[config.mk]
export PLATFORM = sky130hd
export DESIGN_NAME = frame_sequencer
export DESIGN_NICKNAME = d
export VERILOG_FILES = /design/src/rtl/display_pkg.sv /design/src/rtl/tick_gen.sv /design/src/rtl/frame_sequencer.sv
export SDC_FILE = /design/constraint.sdc
export NUM_CORES = 1
export LEC_CHECK = 0
export ABC_AREA = 1
export CORE_MARGIN = 5
export CORE_UTILIZATION = 50
export CTS_BUF_LIST = sky130_fd_sc_hd__clkbuf_8
export CTS_CLUSTER_DIAMETER = 120
export DETAILED_ROUTE_END_ITERATION = 10
export PLACE_DENSITY = 0.76
export SYNTH_ARGS = -nofsm -noshare
export SYNTH_HDL_FRONTEND = slang
export SYNTH_SLANG_ARGS = --single-unit
[constraint.sdc]
create_clock -name clk -period 3.1 [get_ports clk]
set_clock_uncertainty 0.1 [all_clocks]
set_input_delay 0.31 -clock clk [delete_from_list [all_inputs] [get_ports clk]]
set_output_delay 0.31 -clock clk [all_outputs]
set_load 0.03 [all_outputs]
[src/rtl/display_pkg.sv]
// ============================================================================
// display_pkg : shared types and constants for the LED matrix display path
// Rev 1.0 - initial release
// ============================================================================
`default_nettype none

package display_pkg;

  localparam int PWM_WIDTH_DEFAULT = 8;
  localparam int ROWS = 8;
  localparam int COLS = 8;

  typedef enum logic [2:0] {
    IDLE     = 3'd0,
    FADE_IN  = 3'd1,
    HOLD     = 3'd2,
    FADE_OUT = 3'd3,
    SWAP     = 3'd4
  } seq_state_t;

endpackage

`default_nettype wire

[src/rtl/tick_gen.sv]
// ============================================================================
// tick_gen : free-running prescaler, one-cycle tick every TICK_DIV clocks
// Rev 1.0 - initial release
// ============================================================================
`default_nettype none

module tick_gen #(
  parameter int TICK_DIV = 50000
) (
  input  logic clk,
  input  logic rst_n,
  output logic tick
);

  localparam int c_CW = (TICK_DIV > 1) ? $clog2(TICK_DIV) : 1;
  localparam logic [c_CW-1:0] c_LAST = c_CW'(TICK_DIV - 1);

  logic [c_CW-1:0] r_cnt;
  logic            r_tick;

  always_ff @(posedge clk or negedge rst_n) begin
    if (!rst_n) begin
      r_cnt  <= '0;
      r_tick <= 1'b0;
    end else if (r_cnt == c_LAST) begin
      r_cnt  <= '0;
      r_tick <= 1'b1;
    end else begin
      r_cnt  <= r_cnt + 1'b1;
      r_tick <= 1'b0;
    end
  end

  assign tick = r_tick;

endmodule

`default_nettype wire

[src/rtl/frame_sequencer.sv]
// ============================================================================
// frame_sequencer : frame store plus fade-in / hold / fade-out playback FSM
// Rev 1.0 - initial release
// ============================================================================
`default_nettype none

module frame_sequencer
  import display_pkg::*;
#(
  parameter int PWM_WIDTH  = PWM_WIDTH_DEFAULT,
  parameter int NUM_FRAMES = 4,
  parameter int TICK_DIV   = 50000,
  parameter int HOLD_TICKS = 500,
  parameter int FADE_STEP  = 8,
  localparam int FW        = $clog2(NUM_FRAMES)
) (
  input  logic                 clk,
  input  logic                 rst_n,
  input  logic                 wr_valid,
  output logic                 wr_ready,
  input  logic [FW-1:0]        wr_frame,
  input  logic [2:0]           wr_row,
  input  logic [COLS-1:0]      wr_data,
  input  logic                 play_en,
  input  logic [FW:0]          frames_active,
  input  logic [PWM_WIDTH-1:0] max_brightness,
  input  logic [2:0]           row_idx,
  output logic [COLS-1:0]      frame_data,
  output logic [PWM_WIDTH-1:0] brightness,
  output logic [FW-1:0]        cur_frame,
  output logic                 playing
);

  localparam logic [2:0] c_ST_IDLE     = IDLE;
  localparam logic [2:0] c_ST_FADE_IN  = FADE_IN;
  localparam logic [2:0] c_ST_HOLD     = HOLD;
  localparam logic [2:0] c_ST_FADE_OUT = FADE_OUT;
  localparam logic [2:0] c_ST_SWAP     = SWAP;

  localparam int c_HW = (HOLD_TICKS > 1) ? $clog2(HOLD_TICKS) : 1;
  localparam int c_BW = PWM_WIDTH + 1;
  localparam logic [c_BW-1:0] c_STEP      = c_BW'(FADE_STEP);
  localparam logic [FW:0]     c_NF        = (FW+1)'(NUM_FRAMES);
  localparam logic [c_HW-1:0] c_HOLD_LAST = c_HW'(HOLD_TICKS - 1);

  logic                 w_tick;
  logic [2:0]           r_state;
  logic [PWM_WIDTH-1:0] r_bright;
  logic [FW-1:0]        r_cur;
  logic [c_HW-1:0]      r_hold;
  logic [COLS-1:0]      r_frame_data;
  logic [COLS-1:0]      r_mem [NUM_FRAMES*ROWS];

  logic                 w_playing;
  logic                 w_wr_ready;
  logic [FW:0]          w_n;
  logic [FW:0]          w_next_inc;
  logic [c_BW-1:0]      w_bright_ext;
  logic [c_BW-1:0]      w_max_ext;
  logic [c_BW-1:0]      w_up;
  logic [c_BW-1:0]      w_down;
  logic [PWM_WIDTH-1:0] w_fade_in_val;
  logic [PWM_WIDTH-1:0] w_fade_out_val;

  tick_gen #(
    .TICK_DIV (TICK_DIV)
  ) u_tick (
    .clk   (clk),
    .rst_n (rst_n),
    .tick  (w_tick)
  );

  always_comb begin
    w_n = frames_active;
    if (frames_active == '0) begin
      w_n = (FW+1)'(1);
    end else if (frames_active > c_NF) begin
      w_n = c_NF;
    end
    w_next_inc   = {1'b0, r_cur} + (FW+1)'(1);
    // One extra bit so the up/down steps saturate instead of wrapping
    w_bright_ext = {1'b0, r_bright};
    w_max_ext    = {1'b0, max_brightness};
    w_up         = w_bright_ext + c_STEP;
    w_down       = w_bright_ext - c_STEP;
    w_fade_in_val  = (w_up > w_max_ext) ? max_brightness : w_up[PWM_WIDTH-1:0];
    w_fade_out_val = (w_bright_ext >= c_STEP) ? w_down[PWM_WIDTH-1:0] : '0;
  end

  assign w_playing  = (r_state != c_ST_IDLE);
  assign w_wr_ready = !(w_playing && (wr_frame == r_cur));

  always_ff @(posedge clk or negedge rst_n) begin
    if (!rst_n) begin
      r_state  <= c_ST_IDLE;
      r_bright <= '0;
      r_cur    <= '0;
      r_hold   <= '0;
    end else begin
      case (r_state)
        c_ST_IDLE: begin
          r_bright <= '0;
          if (play_en) begin
            r_cur   <= '0;
            r_state <= c_ST_FADE_IN;
          end
        end
        c_ST_FADE_IN: begin
          if (!play_en) begin
            r_state <= c_ST_FADE_OUT;
          end else if (r_bright > max_brightness) begin
            r_bright <= max_brightness;
          end else if (w_tick) begin
            if (r_bright == max_brightness) begin
              r_state <= c_ST_HOLD;
              r_hold  <= '0;
            end else begin
              r_bright <= w_fade_in_val;
            end
          end
        end
        c_ST_HOLD: begin
          r_bright <= max_brightness;
          if (!play_en) begin
            r_state <= c_ST_FADE_OUT;
          end else if (w_tick) begin
            if (r_hold == c_HOLD_LAST) begin
              r_state <= c_ST_FADE_OUT;
            end else begin
              r_hold <= r_hold + 1'b1;
            end
          end
        end
        c_ST_FADE_OUT: begin
          if (w_tick) begin
            if (r_bright == '0) begin
              r_state <= play_en ? c_ST_SWAP : c_ST_IDLE;
            end else begin
              r_bright <= w_fade_out_val;
            end
          end
        end
        c_ST_SWAP: begin
          r_cur   <= (w_next_inc >= w_n) ? '0 : w_next_inc[FW-1:0];
          r_state <= play_en ? c_ST_FADE_IN : c_ST_FADE_OUT;
        end
        default: begin
          r_state <= c_ST_IDLE;
        end
      endcase
    end
  end

  // Frame store is deliberately not reset so host content survives a reset
  always_ff @(posedge clk) begin
    if (wr_valid && w_wr_ready) begin
      r_mem[{wr_frame, wr_row}] <= wr_data;
    end
  end

  always_ff @(posedge clk or negedge rst_n) begin
    if (!rst_n) begin
      r_frame_data <= '0;
    end else begin
      r_frame_data <= r_mem[{r_cur, row_idx}];
    end
  end

  assign wr_ready   = w_wr_ready;
  assign frame_data = r_frame_data;
  assign brightness = r_bright;
  assign cur_frame  = r_cur;
  assign playing    = w_playing;

endmodule

`default_nettype wire

* Yosys cells after proc, flatten, opt, wreduce, memory -nomap -nowiden
Memory sizes are Yosys's and may differ from the RTL's. A register that Yosys moved wholly into a read port is not among the register bits.
Index checks and enable logic that the tools add are counted.
** Word-level totals
- Output and inout bits :: 20
- Flip-flop bits (word level) :: 39
- Word-level logic and storage cells :: 97
- RAM bits :: 256
- Memories kept :: 1
- Input bits :: 31
** Memory list
- r_mem :: words 32, bits a word 8, read ports 1, clocked after Yosys merged registers in 1, wr ports 1, RTL line frame_sequencer.sv:52 : logic [COLS-1:0] r_mem [NUM_FRAMES*ROWS];
** Cells by class
- Add/sub/neg operators :: 5
- Muxes and demuxes :: 39
- Reduce and logical (&&, ||, !) cells :: 15
- Eq/ne operators :: 26
- Order comparisons :: 5
** Operators by type and width (number)
- $mux 8 :: 8
- $mux 9 :: 7
- $mux 3 :: 13
- $pmux 8 s4 :: 1
- $pmux 9 s2 :: 1
- $add 16x1->16 const B :: 1
- $eq 16x16->1 const B :: 1
- $mux 16 :: 1
- $ne 2x2->1 const B :: 8
- $reduce_and 8->1 :: 2
- $pmux 3 s5 :: 1
- $ne 3x3->1 const B :: 4
- $add 8x4->9 const B :: 1
- $add 9x1->9 const B :: 1
- $eq 9x9->1 const B :: 1
- $gt 9x8->1 :: 1
- $ne 3x2->1 const B :: 3
- $eq 8x8->1 :: 1
- $ge 8x4->1 const B :: 1
- $gt 8x8->1 :: 1
- $logic_not 8->1 :: 1
- $sub 8x4->8 const B :: 1
- $eq 3x2->1 const B :: 2
- $logic_not 3->1 :: 2
- 17 further kinds :: 26

* Depth between registers and ports, before layout
- Depth after elaboration :: 8
- Depth in mapped cells :: 16
- Depth with buffers taken out :: 16

* Hierarchy
From an unflattened synthesis, not the netlist that was laid out.
** Unflattened totals
- Cells, all modules :: 1173
- Area total of the unflattened synthesis :: 13240.2 sq um
** Modules (own cells, without submodules)
- frame_sequencer :: area an instance 12338.1 sq um, cells an instance 1051, instances 1, seq. area each 8438.1 sq um
- tick_gen :: area an instance 902.1 sq um, cells an instance 122, instances 1, seq. area each 425.4 sq um

* Worst setup path before layout
Ideal clock, no wire load.
- Path kind :: reg-to-reg
- From :: register r_state[0]
- To :: memory r_mem[0][0], enable pin
- Cell stages (with the launch flop) :: 10
- Setup slack :: 0.644 ns
- Required time :: 2.630 ns
- Arrival :: 1.986 ns
- Clock period less this slack :: 2.456 ns
- Setup time :: 0.370 ns
- Path buffers :: 0
- Path through :: dfrtp_1 nor2_1 inv_1 nor2_1 inv_1 nand3_1 nand2_1 inv_1 nand4_1 nor2_1
** On the way
- Cells in the longest elaborated chain, start to end :: 6
** Ends and longest elaborated chain
- from (decl) :: RTL line frame_sequencer.sv:47 : logic [2:0] r_state;
- from (signal assigned) :: RTL line frame_sequencer.sv:95 : r_state <= c_ST_IDLE;
- from (signal assigned) :: RTL line frame_sequencer.sv:105 : r_state <= c_ST_FADE_IN;
- from (signal assigned) :: RTL line frame_sequencer.sv:110 : r_state <= c_ST_FADE_OUT;
- $reduce_bool 3->1 :: RTL line frame_sequencer.sv:90 : assign w_playing = (r_state != c_ST_IDLE);
- via playing :: RTL line frame_sequencer.sv:31 : output logic playing
- $logic_and 1x1->1 :: RTL line frame_sequencer.sv:91 : assign w_wr_ready = !(w_playing && (wr_frame == r_cur));
- $logic_not 1->1 :: RTL line frame_sequencer.sv:91
- via wr_ready :: RTL line frame_sequencer.sv:20 : output logic wr_ready,
- $logic_and 1x1->1 :: RTL line frame_sequencer.sv:156 : if (wr_valid && w_wr_ready) begin
- $mux 1 :: RTL line frame_sequencer.sv:156
- $mux 1 (implied by the code) :: RTL line frame_sequencer.sv:157 : r_mem[{wr_frame, wr_row}] <= wr_data;
- to (decl) :: RTL line frame_sequencer.sv:52
The timed path passes the listed nets, and every way through them passes these cells.

* Worst setup path after layout
- From :: register r_state[0]
- To :: output wr_ready
** On the way
- Cells in the longest elaborated chain, start to end :: 3
** Ends and longest elaborated chain (RTL line)
- $reduce_bool 3->1 :: frame_sequencer.sv:90
- $logic_and 1x1->1 :: frame_sequencer.sv:91
- $logic_not 1->1 :: frame_sequencer.sv:91
- to (decl) :: frame_sequencer.sv:20
No other way between the ends.

==> results.yml <==
global_route:
  grt_max_degree: 133
  grt_pass1_wl_um: 50900
  grt_overflow: 0
  antenna_found_initial: 2
  grt.total_usage: 0.212
  grt_pass1_vias: 9288
logic_synthesis:
  synth_compound_area_frac: 0.115
  ys_warn_count: 0
  synth_cell_types: 41
  synth_edf_count: 256
  ys_seq_elements: 303
  syn-num-nets: 1228
  syn-cell-area_um2: 13200
  yosys.area_share.simple: 0.144
  synth_cells: 1176
  synth_adder_area_share: 0.0199
  synthMuxAreaShare: 0
  synth_top_family_by_area: "simple AND/OR/NAND/NOR gates"
  async_reset_ff_frac: 0.155
  synth_ff_type: "edfxtp_1"
  synth-xor-area-share: 0.00927
  syn_area_per_cell_um2: 11.2
  ys_seq_area_frac: 0.670
die:
  ios: 51
  core_um2: 26100
  dieArea_um2: 29800
  die_x_um: 173
  dieHeight_um: 173
  rows: 59
  start_util: 0.508
worst_setup_path:
  crit_path_max_fanout: 5
  startpoint_type: "register"
  critPathKind: "register to output port"
  r2r_cells: 14
  arrival_ps: 2440
  endpoint_kind: "output port"
  crit_required_ps: 2690
pwr:
  p_total_mw: 10.1
  p_comb_frac: 0.213
  clkPwrFrac: 0.320
  vdd_drop_max_v: 0.000501
  sequentialPowerShare: 0.467
  swShare: 0.307
  pwr_density_cell_nw_per_um2: 662
  leakage_nw: 5.71
  p_int_mw: 6.98
  switching_power_mw: 3.10
clocking:
  cts_tree: "yes"
  cts-root-buf: "clkbuf_8"
  clk_pin_slew_ps: 60
  cts_buffer_depth: 3
  cts_inserted_buffers: 48
  cts.sinks: 303
  clkLatencyLatePin_ps: 590
  h-tree-depth: 2
  ctsResizeCount: 0
detailed_routing:
  route.detailed.drc: 0
  ant_nets: 0
  wirelength_um: 32300
  drt_iter0_drc: 1358
  viasPerCell: 5.83
  routedWlPerCell_um: 19.6
  drtPass1Iterations: 6
  via_count: 9590
finish:
  area_growth_syn_to_layout_pct: 15.1
  seq_area_um2: 8860
  final_common_cell: "edfxtp_1"
  multiInputGateArea_um2: 3810
  nFillCells: 2094
  n_antenna_cell: 0
  stdcell_area_um2: 15200
  final_cell_mix: "edfxtp_1 (256), nor2_1 (231), o21ai_0 (141), nand2_1 (107), inv_1 (98)"
  drive_gt1_frac: 0.102
  fin_nets: 1324
timing:
  hold_viol_final: 0
  fin_ws_ps: 249
  finalCritPeriodShare: 0.920
  tns_ps: 0
  worstMarginPinSlew_ps: 826
  worst_hold_slack_ps: 240
  max_freq_mhz: 351
  maxSlewViolCount: 0
  setup_viol: 0
  slew_headroom: 0.449
  period_minus_slack_ps: 2850
  rsz0062_at_grt: "false"
placed_design:
  place_area_um2: 14300
  gp_congestion: 0.869
  io_buffers: 50
  hpwl_um: 20300
  dp_slack_ps: 508
status:
  outcome: "completed"
flow_run:
  max_cap_violations: 0
hold_path:
  hold_class: "input pin to asynchronous set/reset pin"
-- worst max-delay path, stage by stage (launching register included) --
cell and delay (ps):
dfrtp_1 420, nor2_1 230, inv_1 90, nor2_1 90, inv_1 130, nand3_1 120
clkdlybuf4s50_1 780
-- synth_stat cells (all sizes together), types with 3 or more instances --
cell type	number	share of area
a21oi	29	0.011
a31oi	8	0.0038
buf	22	0.0095
clkbuf	31	0.0088
dfrtp	47	0.089
edfxtp	256	0.58
ha	21	0.020
inv	82	0.023
nand2	113	0.033
nand3	54	0.022
nand4	18	0.010
nor2	235	0.068
nor3	13	0.0049
o21a	4	0.0023
o21ai	144	0.054
o221ai	42	0.028
o22ai	24	0.011
or2	3	0.0014
xnor2	3	0.0020
xor2	11	0.0073
-- state kept, by name, summed over array words and instances (netlist names) --
signal	count
r_state	3
r_hold	9
u_tick.tick	1
frame_data	8
u_tick.r_cnt	16
r_mem	256
cur_frame	2
brightness	8
-- per-stage QoR --
step,util,cells
after global routing,0.584,1646
after floorplan,-,1176
after detailed placement,0.548,1556
after global placement,0.548,1556
after CTS,0.584,1646
final,0.584,1646
-- cells by family (layout without fill, tap and decap cells) --
logic type      Yosys count  count (layout)
xor+xnor                 14              14
simple gates            443             443
fa+ha+maj                21              21
compound gates          258             258
buf+inv                 137             272
flops                   303             303
-- cell type report --
cell class                 instances  share of cell area
timing repair buffer              99              0.0588
clock inverter                    39              0.0155
sequential                       303               0.582
multi-input combinational        736               0.250
inverter                          84              0.0208
clock buffer                      50              0.0452
tap                              335              0.0275
-- power by group through the flow --
| stage | clock, mW | sequential [mW] | combinational (mW) |
|---|---|---|---|
| 3_3_place_gp | 0 | 4.78 | 2.08 |
| 5_1_grt | 3.48 | 4.72 | 2.37 |
| 4_1_cts | 3.29 | 4.71 | 2.13 |
| 2_1_floorplan | 0 | 4.94 | 1.17 |
| 6_report | 3.23 | 4.71 | 2.14 |
| 3_5_place_dp | 0 | 4.79 | 2.12 |
-- metal layers --
| layer | global-route usage | vias up | share of wire |
|---|---|---|---|
| li1 | - | 4414 | - |
| met4 | 0.0665 | 4 | 0.029 |
| met2 | 0.335 | 510 | 0.46 |
| met1 | 0.293 | 4575 | 0.40 |
| met5 | 0 | - | 0.00059 |
| met3 | 0.0515 | 87 | 0.11 |
-- repair_timing --
item                                   4_1_cts  5_1_grt
endpoints found under the hold margin       26        0
setup buffers                                0        0
hold buffers                                 1        0
-- path summary, 6_finish.rpt --
| check | start | end | slack (ps) |
|---|---|---|---|
| worst max-delay path | r_state[0]$_DFFE_PN0P_ | wr_ready | 250 |
| worst min-delay path | rst_n | brightness[5]$_DFFE_PN0P_ | 240 |
| worst max register to register | brightness[3]$_DFFE_PN0P_ | brightness[0]$_DFFE_PN0P_ | 470 |
| worst min register to register | u_tick.r_cnt[0]$_DFF_PN0_ | u_tick.r_cnt[0]$_DFF_PN0_ | 360 |
| max in group asynchronous | rst_n | u_tick.r_cnt[1]$_DFF_PN0_ | 1890 |
| min in group clk | max_brightness[1] | brightness[1]$_DFFE_PN0P_ | 300 |
No activity file was read; power rests on OpenSTA's default activity.
